===== src/rtl/uart_rxq_pkg.sv =====
// Shared types and constants for the UART receive queue: arbiter state
// encoding, byte width, ring step and the ring-pointer advance helper.
package uart_rxq_pkg;

   typedef enum logic [1:0] {
      S_IDLE = 2'd0,
      S_CPU  = 2'd1,
      S_QWR  = 2'd2
   } state_e;

   localparam int BYTE_W    = 8;
   localparam int WORD_STEP = 4;

   // Next ring address: one word on, wrapping back to the base past the top.
   function automatic logic [31:0] ring_next(input logic [31:0] ptr,
                                             input logic [31:0] lo,
                                             input logic [31:0] hi);
      logic [31:0] nxt;
      nxt = ptr + WORD_STEP;
      return (nxt > hi) ? lo : nxt;
   endfunction

endpackage


===== src/rtl/uart_rxq_fifo.sv =====
// Byte FIFO between the UART receiver and the RAM drain. Push and pop may
// coincide, so a push into a full FIFO is still accepted when the head is
// leaving in the same cycle; otherwise it is dropped and o_drop pulses.
module uart_rxq_fifo
   import uart_rxq_pkg::*;
#(
   parameter int DEPTH = 8
) (
   input  logic                    i_clk,
   input  logic                    i_rst_n,
   input  logic                    i_push,
   input  logic [BYTE_W-1:0]       i_dat,
   input  logic                    i_pop,
   output logic [BYTE_W-1:0]       o_dat,
   output logic [$clog2(DEPTH):0]  o_level,
   output logic                    o_empty,
   output logic                    o_full,
   output logic                    o_drop
);

   localparam int AW = $clog2(DEPTH);
   localparam logic [AW:0] FULL_CNT = (AW+1)'(DEPTH);

   logic [BYTE_W-1:0] mem [DEPTH];
   logic [AW-1:0]     rd_ptr_q, rd_ptr_d;
   logic [AW-1:0]     wr_ptr_q, wr_ptr_d;
   logic [AW:0]       count_q, count_d;
   logic              push_ok, pop_ok;

   assign o_empty = (count_q == '0);
   assign o_full  = (count_q == FULL_CNT);
   assign o_level = count_q;
   assign o_dat   = mem[rd_ptr_q];

   assign pop_ok  = i_pop && !o_empty;
   assign push_ok = i_push && (!o_full || pop_ok);
   assign o_drop  = i_push && o_full && !pop_ok;

   // Next pointers and occupancy from the accepted push/pop pair.
   always_comb begin
      // NOTE: every variable gets a default first so no path leaves it unassigned (no latch).
      rd_ptr_d = rd_ptr_q;
      wr_ptr_d = wr_ptr_q;
      count_d  = count_q;
      if (push_ok) wr_ptr_d = wr_ptr_q + AW'(1);
      if (pop_ok)  rd_ptr_d = rd_ptr_q + AW'(1);
      case ({push_ok, pop_ok})
         2'b10:   count_d = count_q + (AW+1)'(1);
         2'b01:   count_d = count_q - (AW+1)'(1);
         default: count_d = count_q;
      endcase
   end

   // Pointer and occupancy registers; reset flushes the queue.
   always_ff @(posedge i_clk or negedge i_rst_n) begin
      // NOTE: sequential state uses non-blocking assignments so all flops update together.
      if (!i_rst_n) begin
         rd_ptr_q <= '0;
         wr_ptr_q <= '0;
         count_q  <= '0;
      end else begin
         rd_ptr_q <= rd_ptr_d;
         wr_ptr_q <= wr_ptr_d;
         count_q  <= count_d;
      end
   end

   // Storage write on every accepted push.
   always_ff @(posedge i_clk) begin
      // NOTE: the array is deliberately not reset; entries are only read behind a valid count.
      if (push_ok) mem[wr_ptr_q] <= i_dat;
   end

endmodule


===== src/rtl/uart_rx_queue.sv =====
// Receive-byte queue between uart_rx and the RAM Wishbone port. Bytes are
// buffered and written one per word into a ring in RAM whenever the CPU is
// not using the bus; CPU accesses pass straight through otherwise.
// Optional: define UART_RXQ_DROP_CNT_EN to add a saturating drop counter
// (o_drop_cnt); o_overflow then reports a non-zero count.
module uart_rx_queue
   import uart_rxq_pkg::*;
#(
   parameter int          DEPTH  = 8,
   parameter logic [31:0] ADR_LL = 32'h300,
   parameter logic [31:0] ADR_UL = 32'h1FFC
) (
   input  logic                    i_wb_clk,
   input  logic                    i_wb_rst_n,
   input  logic                    i_rx_done,
   input  logic [7:0]              i_rx_dat,
   input  logic [31:0]             i_cpu_adr,
   input  logic                    i_cpu_cyc,
   input  logic                    i_cpu_we,
   input  logic [3:0]              i_cpu_sel,
   input  logic [31:0]             i_cpu_dat,
   output logic [31:0]             o_cpu_rdt,
   output logic                    o_cpu_ack,
   output logic [31:0]             o_ram_adr,
   output logic                    o_ram_cyc,
   output logic                    o_ram_we,
   output logic [3:0]              o_ram_sel,
   output logic [31:0]             o_ram_dat,
   input  logic [31:0]             i_ram_rdt,
   input  logic                    i_ram_ack,
   output logic [31:0]             o_wr_ptr,
   output logic [$clog2(DEPTH):0]  o_level,
   output logic                    o_empty,
   output logic                    o_full,
   output logic                    o_overflow
`ifdef UART_RXQ_DROP_CNT_EN
   ,
   output logic [15:0]             o_drop_cnt
`endif
);

   state_e            state_q, state_d;
   logic [31:0]       wr_ptr_q, wr_ptr_d;
   logic              fifo_pop, fifo_drop;
   logic [BYTE_W-1:0] fifo_dat;

   uart_rxq_fifo #(.DEPTH(DEPTH)) u_fifo (
      .i_clk   (i_wb_clk),
      .i_rst_n (i_wb_rst_n),
      .i_push  (i_rx_done),
      .i_dat   (i_rx_dat),
      .i_pop   (fifo_pop),
      .o_dat   (fifo_dat),
      .o_level (o_level),
      .o_empty (o_empty),
      .o_full  (o_full),
      .o_drop  (fifo_drop)
   );

   assign o_cpu_rdt = i_ram_rdt;
   assign o_wr_ptr  = wr_ptr_q;

   // Arbiter: CPU wins when both are pending; each queue write returns to IDLE.
   always_comb begin
      state_d  = state_q;
      wr_ptr_d = wr_ptr_q;
      fifo_pop = 1'b0;
      unique case (state_q)
         S_IDLE: begin
            if (i_cpu_cyc && !i_ram_ack)   state_d = S_CPU;
            else if (!i_cpu_cyc && !o_empty) state_d = S_QWR;
         end
         S_CPU: begin
            if (i_ram_ack) state_d = S_IDLE;
         end
         S_QWR: begin
            if (i_ram_ack) begin
               fifo_pop = 1'b1;
               wr_ptr_d = ring_next(wr_ptr_q, ADR_LL, ADR_UL);
               state_d  = S_IDLE;
            end
         end
         default: state_d = S_IDLE;
      endcase
   end

   // Bus mux: the queue owns RAM only in QWR, and the CPU sees no ack then.
   always_comb begin
      o_ram_adr = i_cpu_adr;
      o_ram_cyc = i_cpu_cyc;
      o_ram_we  = i_cpu_we;
      o_ram_sel = i_cpu_sel;
      o_ram_dat = i_cpu_dat;
      o_cpu_ack = i_ram_ack;
      if (state_q == S_QWR) begin
         o_ram_adr = wr_ptr_q;
         o_ram_cyc = 1'b1;
         o_ram_we  = 1'b1;
         o_ram_sel = 4'b1111;
         o_ram_dat = {24'b0, fifo_dat};
         o_cpu_ack = 1'b0;
      end
   end

   // Arbiter state and ring pointer; reset abandons any queue write in flight.
   always_ff @(posedge i_wb_clk or negedge i_wb_rst_n) begin
      if (!i_wb_rst_n) begin
         state_q  <= S_IDLE;
         wr_ptr_q <= ADR_LL;
      end else begin
         state_q  <= state_d;
         wr_ptr_q <= wr_ptr_d;
      end
   end

`ifdef UART_RXQ_DROP_CNT_EN
   logic [15:0] drop_cnt_q, drop_cnt_d;

   assign o_drop_cnt = drop_cnt_q;
   assign o_overflow = (drop_cnt_q != 16'd0);

   // Saturating count of dropped bytes.
   always_comb begin
      drop_cnt_d = drop_cnt_q;
      if (fifo_drop && (drop_cnt_q != 16'hFFFF)) drop_cnt_d = drop_cnt_q + 16'd1;
   end

   // Drop counter register, cleared only by reset.
   always_ff @(posedge i_wb_clk or negedge i_wb_rst_n) begin
      if (!i_wb_rst_n) drop_cnt_q <= 16'd0;
      else             drop_cnt_q <= drop_cnt_d;
   end
`else
   logic overflow_q, overflow_d;

   assign o_overflow = overflow_q;

   // Sticky overflow flag set by any dropped byte.
   always_comb begin
      overflow_d = overflow_q | fifo_drop;
   end

   // Overflow register, cleared only by reset.
   always_ff @(posedge i_wb_clk or negedge i_wb_rst_n) begin
      if (!i_wb_rst_n) overflow_q <= 1'b0;
      else             overflow_q <= overflow_d;
   end
`endif

endmodule


===== config.mk =====
export PLATFORM = sky130hd
export DESIGN_NAME = uart_rx_queue
export DESIGN_NICKNAME = d
export VERILOG_FILES = /design/src/rtl/uart_rxq_pkg.sv /design/src/rtl/uart_rxq_fifo.sv /design/src/rtl/uart_rx_queue.sv
export SDC_FILE = /design/constraint.sdc
export NUM_CORES = 1
export LEC_CHECK = 0
export ABC_AREA = 0
export CELL_PAD_IN_SITES_DETAIL_PLACEMENT = 1
export CELL_PAD_IN_SITES_GLOBAL_PLACEMENT = 1
export CORE_MARGIN = 10
export CORE_UTILIZATION = 33
export CTS_BUF_LIST = sky130_fd_sc_hd__clkbuf_8
export CTS_CLUSTER_SIZE = 40
export DETAILED_ROUTE_END_ITERATION = 8
export PLACE_DENSITY_LB_ADDON = 0.1
export SYNTH_ARGS = -nofsm -noshare
export SYNTH_HDL_FRONTEND = slang
export SYNTH_SLANG_ARGS = --single-unit

===== constraint.sdc =====
create_clock -name i_wb_clk -period 3.2 [get_ports i_wb_clk]
set_input_delay 0.96 -clock i_wb_clk [delete_from_list [all_inputs] [get_ports i_wb_clk]]
set_output_delay 0.96 -clock i_wb_clk [all_outputs]
set_load 0.02 [all_outputs]

==> out/qor.yml <==
routing:
  totalWireLength_mm: 17.8
  detail_route.wl_per_cell_microns: 20.2
  post_drt_via_cell_ratio: 5.11
  drt_antenna_net_count: 0
  detailroute.via_count: 4519
  detail_route.drc_violations: 0
  drt_iter0_markers: 245
  firstDrtPassIters: 4
yosys:
  synth.ff_latch_count: 107
  yosys.cell_types.count: 61
  post_synth_instance_area_sq_um: 5870
  syn_inst: 487
  ys.flop_type: "sky130_fd_sc_hd__edfxtp_1"
  synth-async-reset-ratio_pct: 40.2
  syn_avg_cell_area_sq_um: 12.0
  synth_warnings: 0
  synth_enable_flop_cells: 64
  ys_seq_area_share_pct: 51.1
power_and_ir_drop:
  irDropWorstVdd_mv: 0.361
  p_total_mw: 5.76
  p_leak_nw: 3.40
  cellPowerDensity_nw_per_um2: 701
sta:
  final_hold_slack_ns: 0.479
  period_minus_slack_ns: 3.14
  finalCritPeriodShare_pct: 98.1
  max_freq_mhz: 319
  report.final.setup_viol: 0
  worst_pin_slew_ns: 0.777
  setup_tns_ns: 0
  worst_clock_skew_on_the_final_layout_ns: 0.00861
  slew_viol_final: 0
  max_slew_margin_pct: 48.0
  rsz_0062_raised_after_global_routing: "false"
  finalHoldViolations: 0
cells_and_area:
  mostFrequentLayoutCells: "sky130_fd_sc_hd__clkdlybuf4s50_1 (130), sky130_fd_sc_hd__edfxtp_1 (64), sky130_fd_sc_hd__dfrtp_1 (40)"
  most_common_cell_after_layout_fill_and_taps_aside: "sky130_fd_sc_hd__clkdlybuf4s50_1"
  finish.net_count: 779
  finalCoreUtilization_pct: 47.3
  drive_gt1_share_pct: 17.9
  n_antenna_cell: 0
  syn_to_final_growth_pct: 40.0
  fin_cells: 885
global_routing:
  grt_pass1_vias: 4936
  grt_first_pass_wirelength_mm: 27.8
  gr-usage-all-layers_pct: 14.7
  grt_start_max_net_pins: 29
  grt_overflow: 0
  number_of_antenna_violations_at_the_first_check_in_global_routing: 0
placement:
  placement.io_buffers: 189
  dp_hpwl_mm: 13.5
  gpl.final_weighted_congestion: 0.768
  dp_cells: 866
critical_path:
  crit_path_end_kind: "output pin"
  worstSetupStartpointType: "input port"
  worst-r2r-cell-count: 6
  worst_ep_arrival_time_ns: 2.18
  critical_path_peak_fanout: 1
  timing.critical_path.required_ns: 2.24
  critPathKind: "in2out"
floorplanning:
  chipHeight_microns: 153
  die_width_microns: 153
  start_util_pct: 33.8
  pin_count: 256
  core_region_area_sq_um: 17400
  rows: 48
  floorplan.die_area_sq_um: 23500
status:
  run_status: "completed"
cts:
  cts.clk_slew.worst_paths_ns: 0.10
  tritoncts: "done"
  cts_htree_levels: 3
  worst_skew_pair.late_latency_ns: 0.38
  clk_path_buf_depth: 2
  cts_hold_buffers: 0
  cts-buffers-inserted: 9
  clock_sinks: 107
  clock-root-buffer: "sky130_fd_sc_hd__clkbuf_8"
hold_path:
  hold_class: "in2async"
flow_run:
  number_of_violations_of_the_max_capacitance_limit: 0
[where the power goes]
| group | leakage [nW] | switching (mW) | internal (mW) |
|---|---|---|---|
| clock network | 0.107 | 0.460 | 0.439 |
| logic | 2.16 | 1.49 | 1.46 |
| registers | 1.13 | 0.203 | 1.71 |
[cell families (layout without fill, tap and decap cells)]
group | count (synthesis) | in the layout | share of synthesized area, %
XOR/XNOR | 14 | 14 | 2.09
AND/OR/NAND/NOR | 179 | 179 | 17.8
flip-flops | 107 | 107 | 51.1
AO/OA/AOI/OAI | 46 | 46 | 5.54
other | 1 | 2 | 0.0639
adder cells (fa/ha/maj) | 9 | 9 | 2.05
buffers and inverters | 71 | 243 | 6.93
multiplexers | 60 | 60 | 14.3
[flip-flops by register name (all words and copies together), names as in the netlist]
signal / count
state_q: 2
o_wr_ptr: 30
u_fifo.wr_ptr_q: 3
u_fifo.mem: 64
u_fifo.o_level: 4
o_overflow: 1
u_fifo.rd_ptr_q: 3
[routing by layer]
| layer | vias up | global-route usage, % | wire length (microns) |
|---|---|---|---|
| met3 | 38 | 3.79 | 1030 |
| met2 | 126 | 26.6 | 9570 |
| met5 | - | 0 | 0 |
| met4 | 0 | 5.89 | 410 |
| li1 | 2107 | - | - |
| met1 | 2248 | 16.1 | 6840 |
[stage by stage]
stage	area, sq um	worst slack, ns
2_1_floorplan	5870	0.0857
3_3_place_gp	7930	0.0300
3_5_place_dp	7930	0.000642
4_1_cts	8150	0.00105
5_1_grt	8220	0.00675
6_report	8220	0.0604
[layout make-up]
| class | count | area (sq um) |
|---|---|---|
| clock buffer | 9 | 124 |
| clock inverter | 6 | 90.1 |
| fill | 1847 | 9140 |
| inverter | 8 | 30.0 |
| multi-input combinational | 310 | 2490 |
| sequential | 107 | 3000 |
| tap | 225 | 282 |
| timing repair buffer | 220 | 2200 |
[Yosys cell counts (all sizes together) (6+ instances only)]
master   n  share of area [%]
nand3   13                1.2
a21oi   16                1.4
clkbuf  21                1.3
edfxtp  64                 33
nor2    29                1.9
xnor2    9                1.3
ha       8                1.7
nor3    11               0.94
buf     42                5.1
mux2    33                6.3
or2      8               0.85
and2    19                2.0
nor4     7                1.1
inv      8               0.51
nor2b   28                3.0
o21ai    6               0.51
or3      6               0.72
nand4   17                2.2
dfrtp   41                 17
nand2   20                1.3
mux4    16                6.1
mux2i   11                1.9
[final timing paths]
check | startpoint | slack (ns) | end
worst max-delay path | i_cpu_sel[2] | 0.06 | o_ram_sel[2]
worst min-delay path | i_wb_rst_n | 0.48 | o_wr_ptr[14]$_DFFE_PN0P_
worst max register to register | o_wr_ptr[8]$_DFFE_PN1P_ | 0.30 | o_wr_ptr[12]$_DFFE_PN0P_
worst min register to register | o_overflow$_DFF_PN0_ | 0.49 | o_overflow$_DFF_PN0_
max in group asynchronous | i_wb_rst_n | 1.98 | o_wr_ptr[9]$_DFFE_PN1P_
min in group i_wb_clk | o_overflow$_DFF_PN0_ | 0.49 | o_overflow$_DFF_PN0_
[what timing repair did]
item / in CTS / in global routing
setup endpoints to repair: 36 / 22
buffers inserted: 3 / 0
gates cloned: 1 / 0
endpoints found under the hold margin: 0 / 0
resized for setup: 39 / 23
[critical path: stages]
cell and delay, ns:
sky130_fd_sc_hd__clkdlybuf4s50_1 0.39, sky130_fd_sc_hd__or2_2 0.28, sky130_fd_sc_hd__clkdlybuf4s50_1 0.55
No activity file was read; power rests on OpenSTA's default activity.
